## src/rtl/calc_disp_pkg.sv

```systemverilog
// Shared types and segment patterns for the calculator result display.
// Segment vectors are active-high, bit order g..a.
package calc_disp_pkg;

  typedef enum logic {IDLE = 1'b0, CONV = 1'b1} state_e;

  localparam logic [6:0] SEG_BLANK = 7'b0000000;
  localparam logic [6:0] SEG_ZERO  = 7'b0111111;

  // Codes 10-15 can never leave the converter, but still decode to blank.
  function automatic logic [6:0] seg_pattern(input logic [3:0] digit);
    case (digit)
      4'd0:    seg_pattern = 7'b0111111;
      4'd1:    seg_pattern = 7'b0000110;
      4'd2:    seg_pattern = 7'b1011011;
      4'd3:    seg_pattern = 7'b1001111;
      4'd4:    seg_pattern = 7'b1100110;
      4'd5:    seg_pattern = 7'b1101101;
      4'd6:    seg_pattern = 7'b1111101;
      4'd7:    seg_pattern = 7'b0000111;
      4'd8:    seg_pattern = 7'b1111111;
      4'd9:    seg_pattern = 7'b1101111;
      default: seg_pattern = SEG_BLANK;
    endcase
  endfunction

endpackage

```

## src/rtl/seven_seg_decoder.sv

```systemverilog
// One BCD digit to active-high 7-segment pattern (g..a), with forced blanking.
module seven_seg_decoder
  import calc_disp_pkg::*;
(
  input  logic [3:0] bcd_i,
  input  logic       blank_i,
  output logic [6:0] seg_o
);

  assign seg_o = blank_i ? SEG_BLANK : seg_pattern(bcd_i);

endmodule

```

## src/rtl/result_bcd_display.sv

```systemverilog
// Sequential double-dabble binary-to-BCD converter driving DIGITS 7-segment displays.
// Optional macro LEADING_ZERO_BLANK_EN blanks leading zero digits above the units digit.
module result_bcd_display
  import calc_disp_pkg::*;
#(
  parameter int IN_W           = 7,
  parameter int DIGITS         = 3,
  parameter bit SEG_ACTIVE_LOW = 1'b1
) (
  input  logic                  clk,
  input  logic                  rst_n,
  input  logic                  in_valid,
  input  logic [IN_W-1:0]       in_value,
  output logic                  ready,
  output logic                  done,
  output logic [4*DIGITS-1:0]   bcd,
  output logic [7*DIGITS-1:0]   seg
);

  localparam int CW = $clog2(IN_W + 1);
  localparam int BW = 4 * DIGITS;

  state_e            state_q, state_d;
  logic [IN_W-1:0]   shift_q, shift_d;
  logic [BW-1:0]     scratch_q, scratch_d;
  logic [CW-1:0]     cnt_q, cnt_d;
  logic [BW-1:0]     bcd_q, bcd_d;
  logic [7*DIGITS-1:0] seg_q, seg_d;
  logic              done_q, done_d;

  logic [BW-1:0]       adj_s;
  logic [BW+IN_W-1:0]  cat_s;
  logic [BW-1:0]       scratch_next_s;
  logic [IN_W-1:0]     shift_next_s;
  logic [DIGITS-1:0]   blank_s;
  logic [6:0]          dec_s [DIGITS];
  logic [7*DIGITS-1:0] seg_next_s;
  logic [7*DIGITS-1:0] seg_rst_s;

  // One double-dabble step: add-3 correction on every digit, then shift left.
  always_comb begin
    adj_s = scratch_q;
    for (int i = 0; i < DIGITS; i++) begin
      if (scratch_q[4*i +: 4] >= 4'd5) begin
        adj_s[4*i +: 4] = scratch_q[4*i +: 4] + 4'd3;
      end else begin
        adj_s[4*i +: 4] = scratch_q[4*i +: 4];
      end
    end
    cat_s = {adj_s, shift_q} << 1'b1;
  end

  assign scratch_next_s = cat_s[BW+IN_W-1:IN_W];
  assign shift_next_s   = cat_s[IN_W-1:0];

`ifdef LEADING_ZERO_BLANK_EN
  logic zero_above_s;

  // A digit is blank when it and every digit above it are zero; units never blank.
  always_comb begin
    blank_s      = '0;
    zero_above_s = 1'b1;
    for (int i = DIGITS - 1; i > 0; i--) begin
      zero_above_s = zero_above_s & (scratch_next_s[4*i +: 4] == 4'd0);
      blank_s[i]   = zero_above_s;
    end
  end
`else
  assign blank_s = '0;
`endif

  for (genvar g = 0; g < DIGITS; g++) begin : g_dec
    seven_seg_decoder u_dec (
      .bcd_i   (scratch_next_s[4*g +: 4]),
      .blank_i (blank_s[g]),
      .seg_o   (dec_s[g])
    );
  end

  // Board polarity for the freshly converted digits and for the reset display.
  always_comb begin
    seg_next_s = '0;
    seg_rst_s  = '0;
    for (int i = 0; i < DIGITS; i++) begin
      seg_next_s[7*i +: 7] = SEG_ACTIVE_LOW ? ~dec_s[i] : dec_s[i];
`ifdef LEADING_ZERO_BLANK_EN
      seg_rst_s[7*i +: 7]  = (i == 0) ? (SEG_ACTIVE_LOW ? ~SEG_ZERO : SEG_ZERO)
                                      : (SEG_ACTIVE_LOW ? ~SEG_BLANK : SEG_BLANK);
`else
      seg_rst_s[7*i +: 7]  = SEG_ACTIVE_LOW ? ~SEG_ZERO : SEG_ZERO;
`endif
    end
  end

  // Control FSM: load in IDLE, shift IN_W times in CONV, latch on the last shift.
  always_comb begin
    state_d   = state_q;
    shift_d   = shift_q;
    scratch_d = scratch_q;
    cnt_d     = cnt_q;
    bcd_d     = bcd_q;
    seg_d     = seg_q;
    done_d    = 1'b0;
    case (state_q)
      IDLE: begin
        if (in_valid) begin
          shift_d   = in_value;
          scratch_d = '0;
          cnt_d     = CW'(IN_W);
          state_d   = CONV;
        end else begin
          state_d   = IDLE;
        end
      end
      CONV: begin
        shift_d   = shift_next_s;
        scratch_d = scratch_next_s;
        cnt_d     = cnt_q - CW'(1);
        if (cnt_q == CW'(1)) begin
          bcd_d   = scratch_next_s;
          seg_d   = seg_next_s;
          done_d  = 1'b1;
          state_d = IDLE;
        end else begin
          state_d = CONV;
        end
      end
      default: state_d = IDLE;
    endcase
  end

  // State registers with synchronous active-low reset.
  always_ff @(posedge clk) begin
    if (!rst_n) begin
      state_q   <= IDLE;
      shift_q   <= '0;
      scratch_q <= '0;
      cnt_q     <= '0;
      bcd_q     <= '0;
      seg_q     <= seg_rst_s;
      done_q    <= 1'b0;
    end else begin
      state_q   <= state_d;
      shift_q   <= shift_d;
      scratch_q <= scratch_d;
      cnt_q     <= cnt_d;
      bcd_q     <= bcd_d;
      seg_q     <= seg_d;
      done_q    <= done_d;
    end
  end

  assign ready = (state_q == IDLE);
  assign done  = done_q;
  assign bcd   = bcd_q;
  assign seg   = seg_q;

endmodule

```

## config.mk

```make
export PLATFORM = sky130hd
export DESIGN_NAME = result_bcd_display
export DESIGN_NICKNAME = d
export VERILOG_FILES = /design/src/rtl/calc_disp_pkg.sv /design/src/rtl/seven_seg_decoder.sv /design/src/rtl/result_bcd_display.sv
export SDC_FILE = /design/constraint.sdc
export NUM_CORES = 1
export LEC_CHECK = 0
export CAP_MARGIN = 10
export CORE_ASPECT_RATIO = 1.75
export CORE_UTILIZATION = 45
export CTS_BUF_LIST = sky130_fd_sc_hd__clkbuf_8
export CTS_CLUSTER_DIAMETER = 30
export DETAILED_ROUTE_END_ITERATION = 7
export PLACE_DENSITY = 0.68
export REMOVE_ABC_BUFFERS = 1
export SLEW_MARGIN = 40
export SYNTH_ARGS = -nofsm -noshare
export SYNTH_HDL_FRONTEND = slang
export SYNTH_SLANG_ARGS = --single-unit
```

## constraint.sdc

```tcl
create_clock -name clk -period 3.35 [get_ports clk]
set_clock_uncertainty 0.1 [all_clocks]
set_input_delay 0.5025 -clock clk [delete_from_list [all_inputs] [get_ports clk]]
set_output_delay 0.5025 -clock clk [all_outputs]
set_load 0.01 [all_outputs]
```

After elaboration in Yosys (flattened, before gate mapping)
Memory sizes are Yosys's and may differ from the RTL's.
Index checks and enable logic that the tools add are counted.
{"block": "word_totals", "regBits": 57, "rom_bits": 336, "inputBits": 10, "elab_cells": 38, "mem_count": 3}
{"block": "op_classes", "n_addsub": 4, "order_cmp": 3, "eq_ne": 2, "n_mux": 13, "bitwise": 4, "reduce_logical": 2}
{"name": "(no name shown)", "words": 16, "width": 7, "rd": 1, "rd_clocked_by_memory_dff": 0, "write_ports": 0, "line": "calc_disp_pkg.sv:12", "source": "case (digit)"}
{"name": "(no name shown)", "words": 16, "width": 7, "rd": 1, "rd_clocked_by_memory_dff": 0, "write_ports": 0, "line": "calc_disp_pkg.sv:12"}
{"name": "(no name shown)", "words": 16, "width": 7, "rd": 1, "rd_clocked_by_memory_dff": 0, "write_ports": 0, "line": "calc_disp_pkg.sv:12"}
{"op": "$pmux W12 S2", "count": 1}
{"op": "$not A7 Y7", "count": 3}
{"op": "$pmux W7 S2", "count": 1}
{"op": "$ge A4 B3 Y1 const B", "count": 3}
{"op": "$mux W12", "count": 1}
{"op": "$add A4 B2 Y4 const B", "count": 2}
{"op": "$mux W4", "count": 2}
{"op": "$mux W7", "count": 1}
{"op": "$mux W3", "count": 2}
{"op": "$pmux W3 S2", "count": 1}
{"op": "$reduce_and A2 Y1", "count": 2}
{"op": "$add A3 B2 Y3 const B", "count": 1}
{"op": "$eq A3 B1 Y1 const B", "count": 1}
{"op": "$mux W1", "count": 3}
{"op": "$sub A3 B1 Y3 const B", "count": 1}
{"op": "$ne A2 B2 Y1 const B", "count": 1}
{"op": "$pmux W1 S2", "count": 1}
{"op": "$not A1 Y1", "count": 1}

Depth between registers and ports, before layout
Gate-level depths: netlist of run 1.
An unclocked memory read counts as a cell.
{"block": "logic_depth", "depth_word": 4, "depth_mapped": 10, "ltp_nobuf": 10}

Modules after synthesis
Synthesis of run 1 repeated with hierarchy kept, for this count alone.
{"block": "unflattened", "cells_unflattened": 339, "hier_area_um2": 2997.9}
{"mod": "result_bcd_display", "instances": 1, "cells_each": 246, "area_per_inst_um2": 2307.2}
{"mod": "seven_seg_decoder", "instances": 3, "cells_each": 31, "area_per_inst_um2": 230.2}

Worst setup path before layout of run 1
Ideal clock, no wire load.
{"block": "synth_timing", "path_kind": "register to register", "from": "register scratch_q[0]", "to": "register seg_q[3] (netlist: seg[3])", "setup_time_ns": 0.125, "t_arrival_ns": 2.092, "t_required_ns": 3.125, "slack_ns": 1.033, "stages_incl_launch_ff": 9, "n_path_buf": 0, "cell_sequence": "dfxtp_1 inv_1 ha_1 nand2b_1 a21oi_4 xnor2_2 ha_1 o21a_1 o41a_1"}
{"block": "synth_between", "elab_chain_cells": 4, "word_cells_on_any_way": 5, "cone_classes": "1 x add/sub; 1 x order compare; 1 x mux; 1 x bitwise; 1 x memory"}
{"element": "start, declared", "line": "result_bcd_display.sv:25", "source": "logic [BW-1:0] scratch_q, scratch_d;"}
{"element": "start signal, assigned", "line": "result_bcd_display.sv:145", "source": "scratch_q <= scratch_d;"}
{"element": "$add A4 B2 Y4 or $ge A4 B3 Y1 (tied branches)", "line": "result_bcd_display.sv:45, result_bcd_display.sv:44"}
{"element": "$mux W4 *", "line": "result_bcd_display.sv:44", "source": "if (scratch_q[4*i +: 4] >= 4'd5) begin"}
{"element": "$mem_v2 Z16 W7 *"}
{"element": "$not A7 Y7 *", "line": "result_bcd_display.sv:85", "source": "seg_next_s[7*i +: 7] = SEG_ACTIVE_LOW ? ~dec_s[i] : dec_s[i];"}
{"element": "end signal, assigned", "line": "result_bcd_display.sv:140", "source": "seg_q <= seg_rst_s;"}
{"element": "end signal, assigned", "line": "result_bcd_display.sv:148", "source": "seg_q <= seg_d;"}
{"element": "end, declared", "line": "result_bcd_display.sv:28", "source": "logic [7*DIGITS-1:0] seg_q, seg_d;"}
Mark *: on every way between the ends. The rest lies on a longest branch, timed or not.
A chain may end at the register's enable or synchronous reset.

Final worst setup path of run 1
{"block": "layout_timing", "from": "register scratch_q[4]", "to": "register seg_q[20] (netlist: seg[20])"}
{"block": "layout_between", "elab_chain_cells": 4, "word_cells_on_any_way": 5, "cone_classes": "1 x add/sub; 1 x order compare; 1 x mux; 1 x bitwise; 1 x memory"}
{"element": "$add A4 B2 Y4 or $ge A4 B3 Y1 (tied branches)", "line": "result_bcd_display.sv:45, result_bcd_display.sv:44"}
{"element": "$mux W4 *", "line": "result_bcd_display.sv:44"}
{"element": "net adj_s[7]", "line": "result_bcd_display.sv:31", "source": "logic [BW-1:0] adj_s;"}
{"element": "$mem_v2 Z16 W7 *"}
{"element": "$not A7 Y7 *", "line": "result_bcd_display.sv:85"}
The timed path passes the listed nets; every way through them passes the cells marked *.

==> out/metrics.yaml, run 1 <==
synth:
  synth-seq-cells: 57
  synth.distinct_cells: 55
  synthesis.area_sq_um: 3070
  syn_area_per_cell_sq_um: 8.36
  synth_commonest_cells: "dfxtp_1 (57), nor2_1 (44), nand2_1 (43)"
  synthCells: 367
  yosysTopAreaCell: "dfxtp_1"
  seq_area_frac_synth_pct: 37.2
  synth_top_flop_cell: "dfxtp_1"
  yosysWarnings: 0
  yosysMostFrequentCell: "dfxtp_1"
  synthArstFlopShare_pct: 0
  synth_area_leaders: "dfxtp_1 (37%), ha_1 (7.7%), a21oi_1 (6.0%)"
  synth_top_area_share_pct: 37.2
  synth-edff-count: 0
floorplanning:
  core_region_area_sq_um: 6540
  dieArea_sq_um: 7160
  io_pins: 45
  fp.dieW_um: 64.4
  rows: 39
  initial_core_util_pct: 46.9
  die_y_um: 111
sta:
  setup_viol: 0
  setup_tns_ns: 0
  max_freq_ghz: 0.396
  finalCriticalPeriod_ns: 2.52
  fin_hold_ws_ns: 0.351
  rsz0062_at_grt: "no"
  tightest_slew_ns: 0.803
  drv_slew: 0
  finalCritPeriodShare_pct: 75.3
  slew_headroom_pct: 46.3
  hold_viol_final: 0
routing:
  postRouteAntennaNets: 0
  avgViaCountPerCell: 5.40
  wirelength_um: 6840
  vias: 2655
  remaining_drc_errors: 0
  first_pass_iters: 4
  drt-initial-drc-count: 117
  wl_per_cell_um: 13.9
critical_path:
  cp-start-kind: "register"
  crit_start: "scratch_q[4]"
  critPathSlowestCell: "or4_1"
  cp.required_ns: 3.50
  crit_path_end: "seg[20]"
  cp_cell_sequence: "inv_1, ha_1, nor2b_1, nor3_1, a21oi_2, inv_1, ha_1, or4_1, o21ai_1, a21oi_1"
  cp-end-kind: "register"
  r2r-end: "seg[20]"
  arrival_ns: 2.67
  rr_startpoint: "scratch_q[4]"
  worstPathMaxFanout: 7
  crit_type: "register to register"
  r2r_cells: 10
  r2r_slack_ns: 0.83
  cp_slowest_stage_delay_ns: 0.55
min_path:
  min-delay-path-class: "register to register"
  min_path_cells: 2
placement:
  dpl.hpwl_um: 4710
  port_buffers: 44
  place.gp.congestion: 0.833
global_routing:
  antenna_found_initial: 0
  grt_usage_pct: 20.5
  grt_max_degree: 46
  grt.overflow.total: 0
  grt_pass1_wl_um: 11400
  first_global_vias: 2578
clock_network:
  htreeDepth: 3
  cts_tree: "built"
  cts_sinks: 57
  cts_setup_buffers: 0
  numCtsBuffers: 9
  clockBufferDepth: 2
  cts_hold_buf: 0
  post_cts_resized: 0
  clkSlewWorstSetupHoldPaths_ns: 0.07
  clk_latency_ns: 0.35
  cts_root_buf: "clkbuf_8"
power:
  clockPowerShare_pct: 51.6
  powerDensity_nw_per_um2: 457
  p_seq_share_pct: 40.9
  p_sw_mw: 0.373
  peakVddDrop_v: 0.000308
  p_leak_nw: 1.43
  swShare_pct: 21.5
  intPower_mw: 1.36
  combinationalPowerShare_pct: 7.5
finish:
  area_delta_synth_final_pct: 23.9
  nNetsFinal: 434
  drive_gt1_share_pct: 11.2
  n_antenna_cell: 0
job:
  maxCapViolCount: 0
status:
  outcome: "complete, no violations"
-- layout by cell type (no fill, tap or decap), types with 3 or more instances in the layout --
master / Yosys / layout
a211oi_1: 10 / 10
a211oi_2: 3 / 3
a21oi_1: 37 / 37
a31oi_1: 6 / 6
buf_4: 2 / 5
bufinv_16: 0 / 4
clkbuf_8: 2 / 11
clkdlybuf4s50_1: 0 / 44
dfxtp_1: 57 / 57
ha_1: 19 / 19
inv_1: 16 / 16
inv_2: 3 / 3
mux2i_1: 7 / 7
nand2_1: 43 / 43
nand2b_1: 4 / 4
nand3_1: 5 / 5
nor2_1: 44 / 43
nor2_2: 2 / 3
nor3_1: 13 / 13
nor3b_1: 7 / 7
o21a_1: 6 / 6
o21ai_0: 9 / 9
o21ai_1: 10 / 10
o21ai_2: 3 / 3
o31ai_1: 3 / 3
o41a_1: 3 / 3
-- layout make-up --
cell class / instances / area, sq um
fill: 628 / 2740
multi-input combinational: 269 / 1730
sequential: 57 / 1140
timing repair buffer: 49 / 478
clock buffer: 11 / 151
clock inverter: 5 / 125
tap: 82 / 103
inverter: 19 / 71.3
-- sequential cells by signal, indices dropped and copies added (netlist names) --
| register | cells |
|---|---|
| seg | 21 |
| scratch_q | 12 |
| bcd | 12 |
| done | 1 |
| state_q | 1 |
| shift_q | 7 |
| cnt_q | 3 |
-- worst max-delay path, delay by kind of cell (launching register included) --
family | cells | cell delay [ns]
simple gates | 3 | 0.93
fa+ha+maj | 2 | 0.40
compound gates | 3 | 0.45
buf+inv | 2 | 0.19
flops | 1 | 0.37
-- how the worst min path moves through the flow --
stage,startpoint,to,slack [ns]
after floorplan,shift_q[5],shift_q[6],0.33
after global placement,seg[11],seg[11],0.34
after detailed placement,seg[11],seg[11],0.35
after CTS,seg[11],seg[11],0.35
after global routing,seg[11],seg[11],0.37
final,seg[11],seg[11],0.35
-- logic make-up after synthesis --
| family | count (synthesis) | synth area share [%] |
|---|---|---|
| simple gates | 134 | 20.6 |
| compound gates | 105 | 23.1 |
| flops | 57 | 37.2 |
| buf+inv | 41 | 6.48 |
| fa+ha+maj | 19 | 7.75 |
| mux | 7 | 2.28 |
| xor+xnor | 4 | 2.53 |
-- routing by layer --
layer	global-route usage (%)	vias to the layer above	part of all wire, %
li1	-	1361	-
met3	4.84	18	3.2
met4	13.2	0	2.8
met5	0	-	0
met2	35.2	53	52
met1	21.7	1223	42
-- power groups by stage --
stage | registers [mW] | clock network (mW) | logic (mW)
2_1_floorplan | 0.734 | 0 | 0.0597
3_3_place_gp | 0.724 | 0 | 0.130
3_5_place_dp | 0.725 | 0 | 0.131
4_1_cts | 0.710 | 0.909 | 0.132
5_1_grt | 0.712 | 0.937 | 0.144
6_report | 0.710 | 0.895 | 0.130
-- stage by stage --
stage / util, % / total power, mW / setup slack (ns) / cell area, sq um / std cells
floorplan: - / 0.793 / 0.603 / 2940 / 345
global placement: 53.9 / 0.854 / 0.914 / 3520 / 476
detailed placement: 53.9 / 0.856 / 0.823 / 3520 / 476
CTS: 58.1 / 1.75 / 0.819 / 3800 / 492
global route: 58.1 / 1.79 / 0.582 / 3800 / 492
finish: 58.1 / 1.73 / 0.826 / 3800 / 492
No activity file was read; power rests on OpenSTA's default activity.
==> run 2: changes to the inputs <==
--- a/config.mk
+++ b/config.mk
@@ -11,7 +11,7 @@
 export CTS_BUF_LIST = sky130_fd_sc_hd__clkbuf_8
 export CTS_CLUSTER_DIAMETER = 30
 export DETAILED_ROUTE_END_ITERATION = 7
-export PLACE_DENSITY = 0.68
+export PLACE_DENSITY = 0.71
 export REMOVE_ABC_BUFFERS = 1
 export SLEW_MARGIN = 40
 export SYNTH_ARGS = -nofsm -noshare
==> constraint.sdc (replaced) <==
create_clock -name clk -period 2.1 [get_ports clk]
set_clock_uncertainty 0.1 [all_clocks]
set_input_delay 0.315 -clock clk [delete_from_list [all_inputs] [get_ports clk]]
set_output_delay 0.315 -clock clk [all_outputs]
set_load 0.01 [all_outputs]
==> run 2 against run 1 <==
Die area did not move. Critical path depth is the same. Non-clock buffer count grew 55. Sequential power up 59%. Fmax increased by 21%. Sequential cell count unchanged. Global-route usage increased by 3.4 points. First-iteration DRC count grew 39%. Power increased by 47%. Critical path type unchanged.
==> out/metrics.yaml, run 2 (same netlist as run 1, synthesis figures left out) <==
critical_path:
  r2r_slack_ns: 0.02  # -0.81 ns
  cp-start-kind: "register"
  cp_slowest_stage_delay_ns: 0.52  # -0.03 ns
  r2r-end: "seg[19]"
  cp-end-kind: "register"
  crit_start: "scratch_q[4]"
  rr_startpoint: "scratch_q[4]"
  cp.required_ns: 2.25  # -1.25 ns
  r2r_cells: 10  # unchanged
  crit_type: "register to register"
  crit_path_end: "seg[19]"
  cp_num_buf_inv: 2  # unchanged
  worstPathMaxFanout: 3  # -4
  worst-path-stages: 10  # unchanged
  arrival_ns: 2.23  # -0.44 ns
  cp_cell_sequence: "inv_4, ha_4, nor2b_4, nor3_4, a21oi_2, inv_1, ha_2, or4_4, nand3_2, o21ai_2"
  cp_top_family: "simple AND/OR/NAND/NOR gates"
  critPathSlowestCell: "or4_4"
sta:
  hold_viol_final: 0  # unchanged
  tightest_slew_ns: 0.592  # -0.211 ns
  finalCritPeriodShare_pct: 99.2  # +24 points
  setup_viol: 0  # unchanged
  rsz0062_at_grt: "yes"
  drv_slew: 0  # unchanged
  fin_hold_ws_ns: 0.353  # +0.00169 ns
  finalWorstSetupSlack_ns: 0.0158  # -0.810 ns
  max_freq_ghz: 0.480  # +21%
  slew_headroom_pct: 60.5  # +14 points
  finalCriticalPeriod_ns: 2.08  # -0.440 ns
finish:
  mostFrequentLayoutCells: "buf_4 (58), dfxtp_1 (51), clkdlybuf4s50_1 (44)"
  largest_reg_flops: 21  # unchanged
  fillerInstances: 523  # -17%
  final-instance-count-excl-fill: 547  # +11%
  nNetsFinal: 489  # +13%
  stdcell_area_sq_um: 4430  # +17%
  final_common_cell: "buf_4"
  n_antenna_cell: 0  # unchanged
  drive_gt1_share_pct: 30.3  # +19 points
  area_delta_synth_final_pct: 44.5
global_routing:
  grt.overflow.total: 0  # unchanged
  grt_max_degree: 33  # -28%
  antenna_found_initial: 0  # unchanged
  grt_usage_pct: 23.9  # +3.4 points
  grtUsageMet3_pct: 5.86  # +1.0 points
  first_global_vias: 2877  # +12%
  grtUsageMet2_pct: 43.0  # +7.8 points
  gr-max-usage-layer: "met2"
  grt_pass1_wl_um: 13100  # +15%
  grtUsageMet1_pct: 24.0  # +2.3 points
floorplanning:
  rows: 39  # unchanged
  core_region_area_sq_um: 6540  # unchanged
  io_pins: 45  # unchanged
  initial_core_util_pct: 46.9  # unchanged
  dieArea_sq_um: 7160  # unchanged
  die_y_um: 111  # unchanged
  fp.dieW_um: 64.4  # unchanged
clock_network:
  numCtsBuffers: 9  # unchanged
  cts_sinks: 57  # unchanged
  cts_tree: "built"
  clk_latency_ns: 0.36  # about the same
  clkSlewWorstSetupHoldPaths_ns: 0.07  # about the same
  cts_root_buf: "clkbuf_8"
  clockBufferDepth: 2  # unchanged
  cts_hold_buf: 0  # unchanged
  htreeDepth: 3  # unchanged
placement:
  dpl_cell_area_sq_um: 3890  # +10%
  port_buffers: 44  # unchanged
  preCtsSetupSlack_ns: -0.136  # -0.959 ns
  place.gp.congestion: 0.849  # +1.9%
  dpl.hpwl_um: 5590  # +19%
  dp.cells: 523  # +9.9%
power:
  p_leak_nw: 1.72  # +21%
  peakVddDrop_v: 0.000477  # +55%
  powerDensity_nw_per_um2: 576  # +26%
routing:
  vias: 2953  # +11%
  remaining_drc_errors: 0  # unchanged
  postRouteAntennaNets: 0  # unchanged
  wl_per_cell_um: 15.1  # +8.5%
  first_pass_iters: 7  # +3
  drt-initial-drc-count: 163  # +39%
  wirelength_um: 8250  # +21%
  avgViaCountPerCell: 5.40  # about the same
min_path:
  min-delay-path-class: "register to register"
job:
  maxCapViolCount: 0  # unchanged
status:
  outcome: "complete, no violations"
-- run 2: worst min-delay path, stage by stage (launching register included) --
cell	delay, ns
dfxtp_1	0.31
nand2_1	0.05
a21oi_1	0.05
-- run 2: report_power, final --
part	internal, mW	switching, mW
registers	1.11	0.0194
logic	0.110	0.128
clock network	0.728	0.457
-- run 2: worst min path at each step --
stage          startpoint  cells past startpoint          to  slack [ns]
2_1_floorplan  shift_q[5]                      2  shift_q[6]        0.33
3_3_place_gp      seg[11]                      2     seg[11]        0.34
3_5_place_dp       bcd[6]                      2      bcd[6]        0.35
4_1_cts            bcd[6]                      2      bcd[6]        0.35
5_1_grt           seg[11]                      2     seg[11]        0.37
6_report           bcd[6]                      2      bcd[6]        0.35
-- run 2: stage by stage --
step / util (%) / TNS (ns) / power, mW
detailed placement: 59.5 / -0.854 / 1.38
finish: 67.8 / 0 / 2.55
CTS: 64.6 / 0 / 2.57
floorplan: - / -14.83 / 1.27
global placement: 59.5 / -0.172 / 1.38
global route: 67.8 / -0.180 / 2.65
-- run 2: what timing repair did --
action | CTS | global route
pin swaps | 7 | 17
resized for setup | 19 | 43
endpoints found under the setup margin | 12 | 20
setup buffers | 4 | 4
-- run 2: layout make-up --
class                   count  area, sq um  share of cell area (%)
inverters                  19         76.3                    1.72
flip-flops and latches     57         1150                    26.0
multi-input cells         269         1960                    44.3
clock inverters             5         77.6                    1.75
well taps                  82          103                    2.31
clock buffers              11          151                    3.42
repair buffers            104          907                    20.5
-- run 2: metal layers --
layer / up-vias / routed length [um]
li1: 1474 / -
met1: 1377 / 3030
met2: 81 / 4600
met3: 21 / 334
met4: 0 / 288
met5: - / 0
==> run 3: changes to the inputs <==
--- a/config.mk
+++ b/config.mk
@@ -11,8 +11,9 @@
 export CTS_BUF_LIST = sky130_fd_sc_hd__clkbuf_8
 export CTS_CLUSTER_DIAMETER = 30
 export DETAILED_ROUTE_END_ITERATION = 7
-export PLACE_DENSITY = 0.71
+export PLACE_DENSITY_LB_ADDON = 0.2
 export REMOVE_ABC_BUFFERS = 1
+export SKIP_LAST_GASP = 1
 export SLEW_MARGIN = 40
 export SYNTH_ARGS = -nofsm -noshare
 export SYNTH_HDL_FRONTEND = slang
==> run 3 against run 2 <==
Hold slack hardly changed. Largest cell class unchanged. Register-to-register slack better by 0.02 ns. Critical path depth is 1 lower. Via count is 0.10% higher. Fmax is 0.77% higher. Worst setup slack better by 0.016 ns. Sequential power hardly changed. Die area stayed put. Clock-buffer cell count is 1 higher. Combinational power hardly changed. Sequential share of layout area is 0.16 points lower.
==> out/metrics.yaml, run 3 (same netlist as run 1, synthesis figures left out) <==
global_routing:
  gr-max-usage-layer: "met2"
  antenna_found_initial: 0  # unchanged
  grt_usage_pct: 23.1  # -0.79 points
  grt_max_degree: 33  # unchanged
  grt.overflow.total: 0  # unchanged
  first_global_vias: 2889  # +0.42%
  grtUsageMet2_pct: 42.2  # -0.77 points
  grt_pass1_wl_um: 12700  # -2.9%
  grtUsageMet3_pct: 4.84  # -1.0 points
  grtUsageMet1_pct: 23.1  # -1.0 points
critical_path:
  cp_cell_sequence: "inv_4, ha_4, nand2b_4, a21oi_4, xnor2_4, inv_2, ha_4, o21a_1, o41a_1"
  r2r_cells: 9  # -1
  cp_slowest_stage_delay_ns: 0.35  # -0.17 ns
  worstPathMaxFanout: 6  # +3
  rr_startpoint: "scratch_q[1]"
  cp-end-kind: "register"
  worst-path-stages: 9  # -1
  cp-start-kind: "register"
  arrival_ns: 2.21  # -0.02 ns
  crit_type: "register to register"
  cp_num_buf_inv: 2  # unchanged
  r2r-end: "seg[0]"
  cpMostUsedCell: "ha_4"
  cp.required_ns: 2.24  # about the same
  crit_path_end: "seg[0]"
  crit_start: "scratch_q[1]"
  r2r_slack_ns: 0.03  # +0.02 ns
  critPathSlowestCell: "dfxtp_2"
  cp_top_family: "compound AO/OA/AOI/OAI gates"
sta:
  drv_slew: 0  # unchanged
  setup_viol: 0  # unchanged
  max_freq_ghz: 0.484  # +0.77%
  finalCritPeriodShare_pct: 98.5  # -0.76 points
  finalWorstSetupSlack_ns: 0.0318  # +0.0160 ns
  slew_headroom_pct: 60.4  # -0.11 points
  tightest_slew_ns: 0.594  # +0.00165 ns
  rsz0062_at_grt: "yes"
  finalCriticalPeriod_ns: 2.07  # -0.0160 ns
  hold_viol_final: 0  # unchanged
  setup_tns_ns: 0  # unchanged
placement:
  place.gp.congestion: 0.844  # -0.59%
  dpl.hpwl_um: 5420  # -3.1%
  port_buffers: 44  # unchanged
  preCtsSetupSlack_ns: -0.169  # -0.0338 ns
finish:
  largest_reg_flops: 21  # unchanged
  seq_area_sq_um: 1160  # +0.22%
  n_antenna_cell: 0  # unchanged
  fillerInstances: 541  # +3.4%
  mostFrequentLayoutCells: "buf_4 (62), dfxtp_1 (51), clkdlybuf4s50_1 (44)"
  area_delta_synth_final_pct: 45.7
  drive_gt1_share_pct: 30.4  # +0.10 points
  final_common_cell: "buf_4"
  multi_input_area_sq_um: 1960  # -0.19%
  nNetsFinal: 494  # +1.0%
floorplanning:
  core_region_area_sq_um: 6540  # unchanged
  io_pins: 45  # unchanged
  initial_core_util_pct: 46.9  # unchanged
  rows: 39  # unchanged
  dieArea_sq_um: 7160  # unchanged
  fp.dieW_um: 64.4  # unchanged
  die_y_um: 111  # unchanged
power:
  p_sw_mw: 0.588  # -2.7%
  powerDensity_nw_per_um2: 547  # -5.1%
  peakVddDrop_v: 0.000447  # -6.4%
  p_leak_nw: 1.74  # +1.2%
  intPower_mw: 1.85  # -4.8%
  swShare_pct: 24.1  # +0.40 points
  p_seq_share_pct: 46.2  # +2.0 points
  clockPowerShare_pct: 44.0  # -2.4 points
  combinationalPowerShare_pct: 9.8  # +0.5 points
clock_network:
  clk_latency_ns: 0.36  # about the same
  cts_hold_buf: 0  # unchanged
  clkSlewWorstSetupHoldPaths_ns: 0.07  # about the same
  cts_tree: "built"
  cts_root_buf: "clkbuf_8"
  clockBufferDepth: 2  # unchanged
  cts_sinks: 57  # unchanged
  numCtsBuffers: 9  # unchanged
  htreeDepth: 3  # unchanged
min_path:
  min-delay-path-class: "register to register"
routing:
  drt-initial-drc-count: 150  # -8.0%
  postRouteAntennaNets: 0  # unchanged
  avgViaCountPerCell: 5.36  # -0.81%
  vias: 2956  # +0.10%
  wl_per_cell_um: 14.3  # -5.3%
  wirelength_um: 7890  # -4.4%
  remaining_drc_errors: 0  # unchanged
  first_pass_iters: 4  # -3
job:
  maxCapViolCount: 0  # unchanged
status:
  outcome: "complete, no violations"
==> run 3: layout make-up <==
class	instances	area share (%)
flip-flops and latches	57	25.9
clock inverters	4	0.952
clock buffers	12	3.70
repair buffers	109	21.4
well taps	82	2.30
inverters	19	1.90
multi-input cells	269	43.9
==> run 3: stage by stage <==
stage / cells / total power [mW] / hold WS [ns] / util [%] / area (sq um)
after global placement: 524 / 1.38 / 0.341 / 59.8 / 3910
after CTS: 542 / 2.46 / 0.355 / 64.2 / 4200
after global routing: 552 / 2.53 / 0.379 / 68.4 / 4470
final: 552 / 2.44 / 0.353 / 68.4 / 4470
after floorplan: 345 / 1.27 / 0.331 / - / 2940
after detailed placement: 524 / 1.38 / 0.347 / 59.8 / 3910
==> run 3: timing repair <==
| action | in CTS | in global routing |
|---|---|---|
| setup endpoints to repair | 13 | 18 |
| resized for setup | 20 | 42 |
| buffers inserted | 2 | 10 |
| pin swaps | 5 | 19 |
==> run 3: worst min-delay path by stage <==
stage	from	to	slack, ns	cells after the start
finish	bcd[5]	bcd[5]	0.35	2
global route	bcd[2]	bcd[2]	0.38	2
CTS	bcd[2]	bcd[2]	0.36	2
detailed placement	bcd[2]	bcd[2]	0.35	2
global placement	seg[11]	seg[11]	0.34	2
floorplan	shift_q[5]	shift_q[6]	0.33	2
==> run 3: worst min-delay path, stage by stage, from the launching register on <==
cell and delay, ns:
dfxtp_1 0.31, nand2_1 0.05, a21oi_1 0.05
==> run 3: power groups by stage <==
stage / Sequential, mW / Combinational [mW] / Clock, mW
6_report: 1.13 / 0.239 / 1.08
5_1_grt: 1.13 / 0.265 / 1.13
4_1_cts: 1.13 / 0.231 / 1.10
3_5_place_dp: 1.16 / 0.227 / 0
3_3_place_gp: 1.15 / 0.224 / 0
2_1_floorplan: 1.17 / 0.0952 / 0
==> run 3: routing by layer <==
layer / vias up / wire (um)
met5: - / 0
met4: 0 / 219
met3: 18 / 238
met2: 63 / 4350
met1: 1392 / 3080
li1: 1483 / -
